$ cat src/rtl/pmi_fifo_pkg.sv
// pmi_fifo_pkg: shared helpers, regmode names and parameter checks
// for the pmi_fifo_sc single-clock FIFO (optional: PMI_FIFO_ERR_FLAGS_EN).
`ifndef PMI_FIFO_PKG_SV
`define PMI_FIFO_PKG_SV

`define PMI_FIFO_CHECK(lbl, cond) \
  if (!(cond)) begin : lbl \
    $error("pmi_fifo_sc: illegal parameter combination"); \
  end

package pmi_fifo_pkg;

  localparam string PMI_REG   = "reg";
  localparam string PMI_NOREG = "noreg";

  function automatic int clog2(input int n);
    int r;
    r = 0;
    while ((1 << r) < n) r++;
    return r;
  endfunction

endpackage

`endif

$ cat src/rtl/pmi_fifo_mem.sv
// pmi_fifo_mem: simple dual-port inferred RAM, registered read,
// optional second output register for read latency 2.
module pmi_fifo_mem
  import pmi_fifo_pkg::*;
#(
  parameter int    DW      = 8,
  parameter int    DEPTH   = 16,
  parameter int    AW      = 4,
  parameter string REGMODE = PMI_NOREG
) (
  input  logic          clk,
  input  logic          rst_n,
  input  logic          we,
  input  logic [AW-1:0] waddr,
  input  logic [DW-1:0] wdata,
  input  logic          re,
  input  logic [AW-1:0] raddr,
  output logic [DW-1:0] q
);

  logic [DW-1:0] mem [DEPTH];
  logic [DW-1:0] rd_d, rd_q;

  // Storage is left unreset so it maps onto block RAM.
  always_ff @(posedge clk) begin
    if (we) mem[waddr] <= wdata;
  end

  always_comb begin
    rd_d = rd_q;
    if (re) rd_d = mem[raddr];
  end

  always_ff @(posedge clk or negedge rst_n) begin
    if (!rst_n) rd_q <= '0;
    else        rd_q <= rd_d;
  end

  if (REGMODE == PMI_REG) begin : g_reg
    logic          vld_d, vld_q;
    logic [DW-1:0] out_d, out_q;

    always_comb begin
      vld_d = re;
      out_d = out_q;
      if (vld_q) out_d = rd_q;
    end

    always_ff @(posedge clk or negedge rst_n) begin
      if (!rst_n) begin
        vld_q <= 1'b0;
        out_q <= '0;
      end else begin
        vld_q <= vld_d;
        out_q <= out_d;
      end
    end

    assign q = out_q;
  end else begin : g_noreg
    assign q = rd_q;
  end

endmodule

$ cat src/rtl/pmi_fifo_sc.sv
// pmi_fifo_sc: single-clock FIFO with count and registered flags.
// Define PMI_FIFO_ERR_FLAGS_EN for sticky Overflow/Underflow + ClrErr.
module pmi_fifo_sc
  import pmi_fifo_pkg::*;
#(
  parameter int    pmi_data_width        = 8,
  parameter int    pmi_data_depth        = 16,
  parameter int    pmi_addr_width        = 4,
  parameter int    pmi_almost_full_flag  = 12,
  parameter int    pmi_almost_empty_flag = 2,
  parameter string pmi_regmode           = PMI_NOREG
) (
  input  logic                      Clock,
  input  logic                      Reset_n,
  input  logic [pmi_data_width-1:0] Data,
  input  logic                      WrEn,
  input  logic                      RdEn,
  output logic [pmi_data_width-1:0] Q,
  output logic [pmi_addr_width:0]   Count,
  output logic                      Empty,
  output logic                      Full,
  output logic                      AlmostEmpty,
  output logic                      AlmostFull
`ifdef PMI_FIFO_ERR_FLAGS_EN
  ,
  input  logic                      ClrErr,
  output logic                      Overflow,
  output logic                      Underflow
`endif
);

  localparam int AW = pmi_addr_width;

  `PMI_FIFO_CHECK(g_chk_dw,
    (pmi_data_width >= 1) && (pmi_data_width <= 72))
  `PMI_FIFO_CHECK(g_chk_depth,
    (pmi_data_depth >= 2) && (clog2(pmi_data_depth) <= AW))
  `PMI_FIFO_CHECK(g_chk_af,
    (pmi_almost_full_flag >= 1) &&
    (pmi_almost_full_flag <= pmi_data_depth))
  `PMI_FIFO_CHECK(g_chk_ae,
    (pmi_almost_empty_flag >= 0) &&
    (pmi_almost_empty_flag < pmi_data_depth))
  `PMI_FIFO_CHECK(g_chk_mode,
    (pmi_regmode == PMI_REG) || (pmi_regmode == PMI_NOREG))

  localparam logic [AW-1:0] LAST  = AW'(pmi_data_depth - 1);
  localparam logic [AW:0]   DEPTH = (AW+1)'(pmi_data_depth);
  localparam logic [AW:0]   AF_TH = (AW+1)'(pmi_almost_full_flag);
  localparam logic [AW:0]   AE_TH = (AW+1)'(pmi_almost_empty_flag);

  logic          wr_ok, rd_ok;
  logic [AW-1:0] wr_ptr_d, wr_ptr_q;
  logic [AW-1:0] rd_ptr_d, rd_ptr_q;
  logic [AW:0]   count_d, count_q;
  logic          empty_d, empty_q;
  logic          full_d, full_q;
  logic          ae_d, ae_q;
  logic          af_d, af_q;

  always_comb begin
    wr_ok    = WrEn & ~full_q;
    rd_ok    = RdEn & ~empty_q;
    wr_ptr_d = wr_ptr_q;
    rd_ptr_d = rd_ptr_q;
    count_d  = count_q;
    if (wr_ok) wr_ptr_d = (wr_ptr_q == LAST) ? '0 : wr_ptr_q + 1'b1;
    if (rd_ok) rd_ptr_d = (rd_ptr_q == LAST) ? '0 : rd_ptr_q + 1'b1;
    unique case ({wr_ok, rd_ok})
      2'b10:   count_d = count_q + 1'b1;
      2'b01:   count_d = count_q - 1'b1;
      default: count_d = count_q;
    endcase
    // Flags follow the next count so they move on the same edge.
    empty_d = (count_d == '0);
    full_d  = (count_d == DEPTH);
    ae_d    = (count_d <= AE_TH);
    af_d    = (count_d >= AF_TH);
  end

  always_ff @(posedge Clock or negedge Reset_n) begin
    if (!Reset_n) begin
      wr_ptr_q <= '0;
      rd_ptr_q <= '0;
      count_q  <= '0;
      empty_q  <= 1'b1;
      full_q   <= 1'b0;
      ae_q     <= 1'b1;
      af_q     <= 1'b0;
    end else begin
      wr_ptr_q <= wr_ptr_d;
      rd_ptr_q <= rd_ptr_d;
      count_q  <= count_d;
      empty_q  <= empty_d;
      full_q   <= full_d;
      ae_q     <= ae_d;
      af_q     <= af_d;
    end
  end

  pmi_fifo_mem #(
    .DW      (pmi_data_width),
    .DEPTH   (pmi_data_depth),
    .AW      (AW),
    .REGMODE (pmi_regmode)
  ) u_mem (
    .clk   (Clock),
    .rst_n (Reset_n),
    .we    (wr_ok),
    .waddr (wr_ptr_q),
    .wdata (Data),
    .re    (rd_ok),
    .raddr (rd_ptr_q),
    .q     (Q)
  );

  assign Count       = count_q;
  assign Empty       = empty_q;
  assign Full        = full_q;
  assign AlmostEmpty = ae_q;
  assign AlmostFull  = af_q;

`ifdef PMI_FIFO_ERR_FLAGS_EN
  logic ovf_d, ovf_q;
  logic udf_d, udf_q;

  // A new error in the clear cycle keeps the flag set.
  always_comb begin
    ovf_d = (ovf_q & ~ClrErr) | (WrEn & full_q);
    udf_d = (udf_q & ~ClrErr) | (RdEn & empty_q);
  end

  always_ff @(posedge Clock or negedge Reset_n) begin
    if (!Reset_n) begin
      ovf_q <= 1'b0;
      udf_q <= 1'b0;
    end else begin
      ovf_q <= ovf_d;
      udf_q <= udf_d;
    end
  end

  assign Overflow  = ovf_q;
  assign Underflow = udf_q;
`endif

endmodule

$ cat config.mk
export PLATFORM = sky130hd
export DESIGN_NAME = pmi_fifo_sc
export DESIGN_NICKNAME = d
export VERILOG_FILES = /design/src/rtl/pmi_fifo_pkg.sv /design/src/rtl/pmi_fifo_mem.sv /design/src/rtl/pmi_fifo_sc.sv
export SDC_FILE = /design/constraint.sdc
export NUM_CORES = 1
export LEC_CHECK = 0
export CAP_MARGIN = 20
export CORE_MARGIN = 2
export CORE_UTILIZATION = 29
export CTS_CLUSTER_DIAMETER = 30
export DETAILED_ROUTE_END_ITERATION = 7
export HOLD_SLACK_MARGIN = 0.1
export PLACE_DENSITY = 0.52
export SLEW_MARGIN = 20
export SYNTH_ARGS = -nofsm -noshare
export SYNTH_HDL_FRONTEND = slang
export SYNTH_SLANG_ARGS = --single-unit
export TNS_END_PERCENT = 30
$ cat constraint.sdc
create_clock -name Clock -period 3.3 [get_ports Clock]
set_clock_uncertainty 0.15 [all_clocks]
set_input_delay 0.825 -clock Clock [delete_from_list [all_inputs] [get_ports Clock]]
set_output_delay 0.825 -clock Clock [all_outputs]
set_load 0.01 [all_outputs]
## After elaboration in Yosys (flattened, before gate mapping)

Memory sizes are Yosys's and may differ from the RTL's. A register that Yosys moved wholly into a read port is not among the register bits.
Index checks and enable logic that the tools add are counted.

- Add/sub/neg operators: 4
- Multiply operators: 0
- Div/mod/pow operators: 0
- $lt $le $gt $ge: 2
- Equal/unequal tests: 5
- Shift operators: 0
- Multiplexer cells: 5
- Bitwise logic cells: 4
- Reductions and logical operators: 2

Operator list:

| cell | count |
|---|---|
| case mux 5 bit (2 select lines) | 1 |
| adder 4 x 1 -> 4 bit, second input constant | 2 |
| == test 4 bit, second input constant | 2 |
| 2-to-1 mux 4 bit | 2 |
| adder 5 x 1 -> 5 bit, second input constant | 1 |
| == test 5 bit, second input constant | 1 |
| >= comparator 5 x 4 -> 1 bit, second input constant | 1 |
| less-or-equal comparator 5 x 2 -> 1 bit, second input constant | 1 |
| logical NOT 5 bit | 1 |
| subtractor 5 x 1 -> 5 bit, second input constant | 1 |
| AND 1 bit | 2 |
| == test 2 x 1 -> 1 bit, second input constant | 1 |
| == test 2 bit, second input constant | 1 |
| 2-to-1 mux 1 bit | 2 |
| inverter 1 bit | 2 |
| logical NOT 1 bit | 1 |

- Register bits: 17
- Bits in latches: 0
- RAM bits: 128
- Bits in read-only memories: 0
- Input bits: 12
- Output and inout port bits: 17
- Memories kept: 1

Memory list:

| memory | depth | width | read ports | clocked after memory_dff | write ports | line | source |
|---|---|---|---|---|---|---|---|
| u_mem.mem | 16 | 8 | 1 | 1 | 1 | pmi_fifo_mem.sv:21 | `logic [DW-1:0] mem [DEPTH];` |

## Depth between registers and ports, before layout

- Word-level depth: 5
- Depth in mapped cells: 10
- Depth with buffers taken out: 9

## By module

From an unflattened synthesis, not the netlist that was laid out.

- Cells, all modules: 320
- Area total of the unflattened synthesis: 6,183.4 um^2

By module, submodules not included:

| module | times used | cells each | area each (um^2) | sequential area each (um^2) |
|---|---|---|---|---|
| pmi_fifo_mem | 1 | 240 | 5,331.4 | 4,043.9 |
| pmi_fifo_sc | 1 | 80 | 852.1 | 427.9 |

## Worst setup path after synthesis

No wires, ideal clock.

- Kind: input to register
- From: input WrEn
- To: register count_q[4] (netlist: Count[4])
- Library setup time: 127 ps
- Data arrival time: 2,627 ps
- Required time: 3,023 ps
- Path slack: 396 ps
- Stages on the path: 10
- Cells stage by stage: nor2b_1 > buf_6 > nor2_1 > xor2_1 > ha_1 > a21oi_2 > nand2_1 > a211o_1 > o31a_1 > or2_2

- Word-level cells in the longest chain between the ends: 3

Ends and longest elaborated chain:

| element | line | source |
|---|---|---|
| start, declared | pmi_fifo_sc.sv:16 | `input logic WrEn,` |
| AND 1 bit * | pmi_fifo_sc.sv:62 | `wr_ok = WrEn & ~full_q;` |
| == test 2 x 1 -> 1 bit / == test 2 bit (equally long branches) | pmi_fifo_sc.sv:69 | `unique case ({wr_ok, rd_ok})` |
| case mux 5 bit (2 select lines) * | pmi_fifo_sc.sv:69 |  |
| via count_d[4] | pmi_fifo_sc.sv:55 | `logic [AW:0] count_d, count_q;` |
| end signal, assigned | pmi_fifo_sc.sv:93 | `count_q <= count_d;` |
| end, declared | pmi_fifo_sc.sv:55 |  |

Mark *: on every way through the listed nets, which the timed path passes. The rest lies on a longest branch.
A chain may end at the register's enable or synchronous reset.

## Final worst setup path

Ends and elaborated chain as after synthesis.

==> metrics.txt <==
GRT Total Usage 12.48%; Via-to-Cell Ratio about 4.7; most frequent cells in the layout edfxtp_1, mux4_2, clkdlybuf4s50_1, buf_4, dfrtp_1; reg2reg setup slack ~760 ps; Setup TNS 0 ps; ant diodes 0; starting density of the core between 20% and 30%; post-synthesis cell type count 46; final design utilization between 30% and 40%; CTS tree built; Inserted Clock Buffers 17; CP startpoint kind input port; Worst setup EP type flip-flop; die area around 23000 µm²; vias in the first global route approximately 3300; num rows 53; synth top area cells edfxtp_1, mux4_2, dfrtp_1; layout cell share with drive strength beyond 1 25.06%; kind of critical path in -> reg; DR iter-0 viols approximately 180; area of the core 21020 µm²; worst path cell trace clkdlybuf4s50_1, nor2b_1, nor2_1, xor2_1, ha_1, a21oi_2, nand2_1, a211o_1, o31a_1, or2_2; Yosys top cell by area edfxtp_1; Yosys top cell area share 61.89%; HP Class reg -> reg; CTS max path bufs 2; Buffers on Ports 28; CP Data Arrival Time ~3100 ps; commonest non-fill, non-tap cell in the layout edfxtp_1; Seq/Total Area, Yosys between 70% and 80%; synthesized area just over 6000 µm²; Clock Tree Root clkbuf_16; Nets approximately 410; Detail Route Antenna Nets 0; Seq cells post-synth about 150; Post-Place Cells 650; max cap viols 0; delay-heaviest family, CP compound AO/OA/AOI/OAI gates; chip width roughly 150 µm; final-report max-slew violation count 0; Post-synth EDFFs 128; clock transition at the registers of the reported paths ~60 ps; Least-Margin Pin Slew between 500 and 600 ps; crit-path max FO 5; Final Hold Viols 0; peak supply drop 0.3771 mV; Synth-to-Final Area Change 23.11%; Setup Viol. Count Final 0; required time of the critical path roughly 3500 ps; total routed wirelength 12970 µm; IO Pins 29; Final GP Congestion about 0.77; commonest register cell after synthesis edfxtp_1; HPWL Detailed 8384 µm; # Post-CTS Setup Buffers 0; Total Power between 6 and 7 mW; Slew headroom between 60% and 70%; syn nets ~350; final cell count without fillers around 680; crit path buf inv count 1; Via Count 3220; Lkg Pwr about 2.6 nW; Synth async-reset ratio between 10% and 20%; min Tclk post-route 2945 ps; post_cts resized 0; Power Density 867.8 nW/µm²; Die Ht ~150 µm; remaining global-route overflow 0; final setup margin 354.9 ps; Post-route DRC 0; Gate Count Post-Synth ~330; largest net degree at the start of global routing 26; worst slack, placed -64.18 ps; Post-CTS Hold Buffers 0; Crit path largest cell delay between 400 and 500 ps; run status finished clean; post-route cell area 7646 µm²; CTS H-tree depth 4; Slowest-stage cell, CP clkdlybuf4s50_1; first-pass GRT wire length roughly 20000 µm; worst skew pair latency 420 ps; placed inst area between 7000 and 8000 µm²; first drt pass iteration count 5; synth warn 0; DR WL/cell between 15 and 20 µm; initial antenna violation count 0; RSZ-0062 raised after global routing no; FMAX around 340 MHz; Mapped Avg Cell Area around 19 µm²; hold_ws about 330 ps; clock sink count around 150; fin crit share approximately 90%
## cell type report
| cell class | instances | area (µm²) |
|---|---|---|
| fill | 1948 | 13380 |
| sequential | 153 | 4473 |
| multi-input combinational | 156 | 1624 |
| timing repair buffer | 59 | 588.1 |
| clock buffer | 22 | 444.2 |
| tap | 275 | 344.1 |
| clock inverter | 10 | 145.1 |
| inverter | 7 | 27.53 |
## cell usage after synthesis, drive strengths merged, types with 2 or more instances
library cell    n
nor2           10
nor3            3
mux4           34
and3            5
o2111ai         2
dfstp           2
nand2          19
xor2            2
inv             6
mux2i          13
nor4            2
ha              7
clkbuf          2
xnor2           3
dfrtp          23
and2           13
a21o            3
buf            11
edfxtp        128
o31ai           7
nand4           2
o21ai           4
a21oi          10
nand3           2
a211o           2
## worst reg2reg max path, cell delays in order, from the launching register on
cell and delay, ps:
dfstp_2 540, nand2b_4 120, nor2_1 60, xor2_1 140
ha_1 210, a21oi_2 140, nand2_1 80, a211o_1 330
o31a_1 320, or2_2 320
## path summary, 6_finish.rpt
kind                                   startpoint                endpoint  cells past startpoint
max                                          WrEn      Count[4]$_DFF_PN0_                     10
min                        u_mem.q[7]$_DFFE_PN0P_  u_mem.q[7]$_DFFE_PN0P_                      2
max reg2reg                       Empty$_DFF_PN1_      Count[4]$_DFF_PN0_                      9
min reg2reg                u_mem.q[7]$_DFFE_PN0P_  u_mem.q[7]$_DFFE_PN0P_                      2
max in group asynchronous                 Reset_n   AlmostEmpty$_DFF_PN1_                      2
min in group asynchronous                 Reset_n          Full$_DFF_PN0_                      2
## per-layer routing
layer | GRT usage, % | routed length, µm
met1 | 16.57 | 5791
met2 | 19.66 | 6269
met3 | 3.455 | 736
met4 | 4.481 | 171
met5 | 0 | 0
## state kept, by name, summed over array words and instances, names as in the netlist
| name | count |
|---|---|
| AlmostFull | 1 |
| rd_ptr_q | 4 |
| u_mem.mem | 128 |
| u_mem.q | 8 |
| wr_ptr_q | 4 |
| Count | 5 |
| Empty | 1 |
| AlmostEmpty | 1 |
| Full | 1 |
## kinds of logic after synthesis
logic type / share of synthesized area, %
muxes: 14.48
DFF: 72.00
AOI/OAI and AO/OA: 4.271
and+or+nand+nor: 5.278
adders and majority gates: 1.410
buffers and inverters: 1.853
xor gates and xnor gates: 0.7052
## report_power, final
group / total [mW] / internal, mW / switching, mW / leakage (nW)
Combinational: 1.99 / 1.02 / 0.964 / 0.900
Clock: 1.94 / 1.20 / 0.744 / 0.279
Sequential: 2.71 / 2.41 / 0.294 / 1.46
Total: 6.64 / 4.63 / 2.00 / 2.64
(Power assumes the default switching activity.)
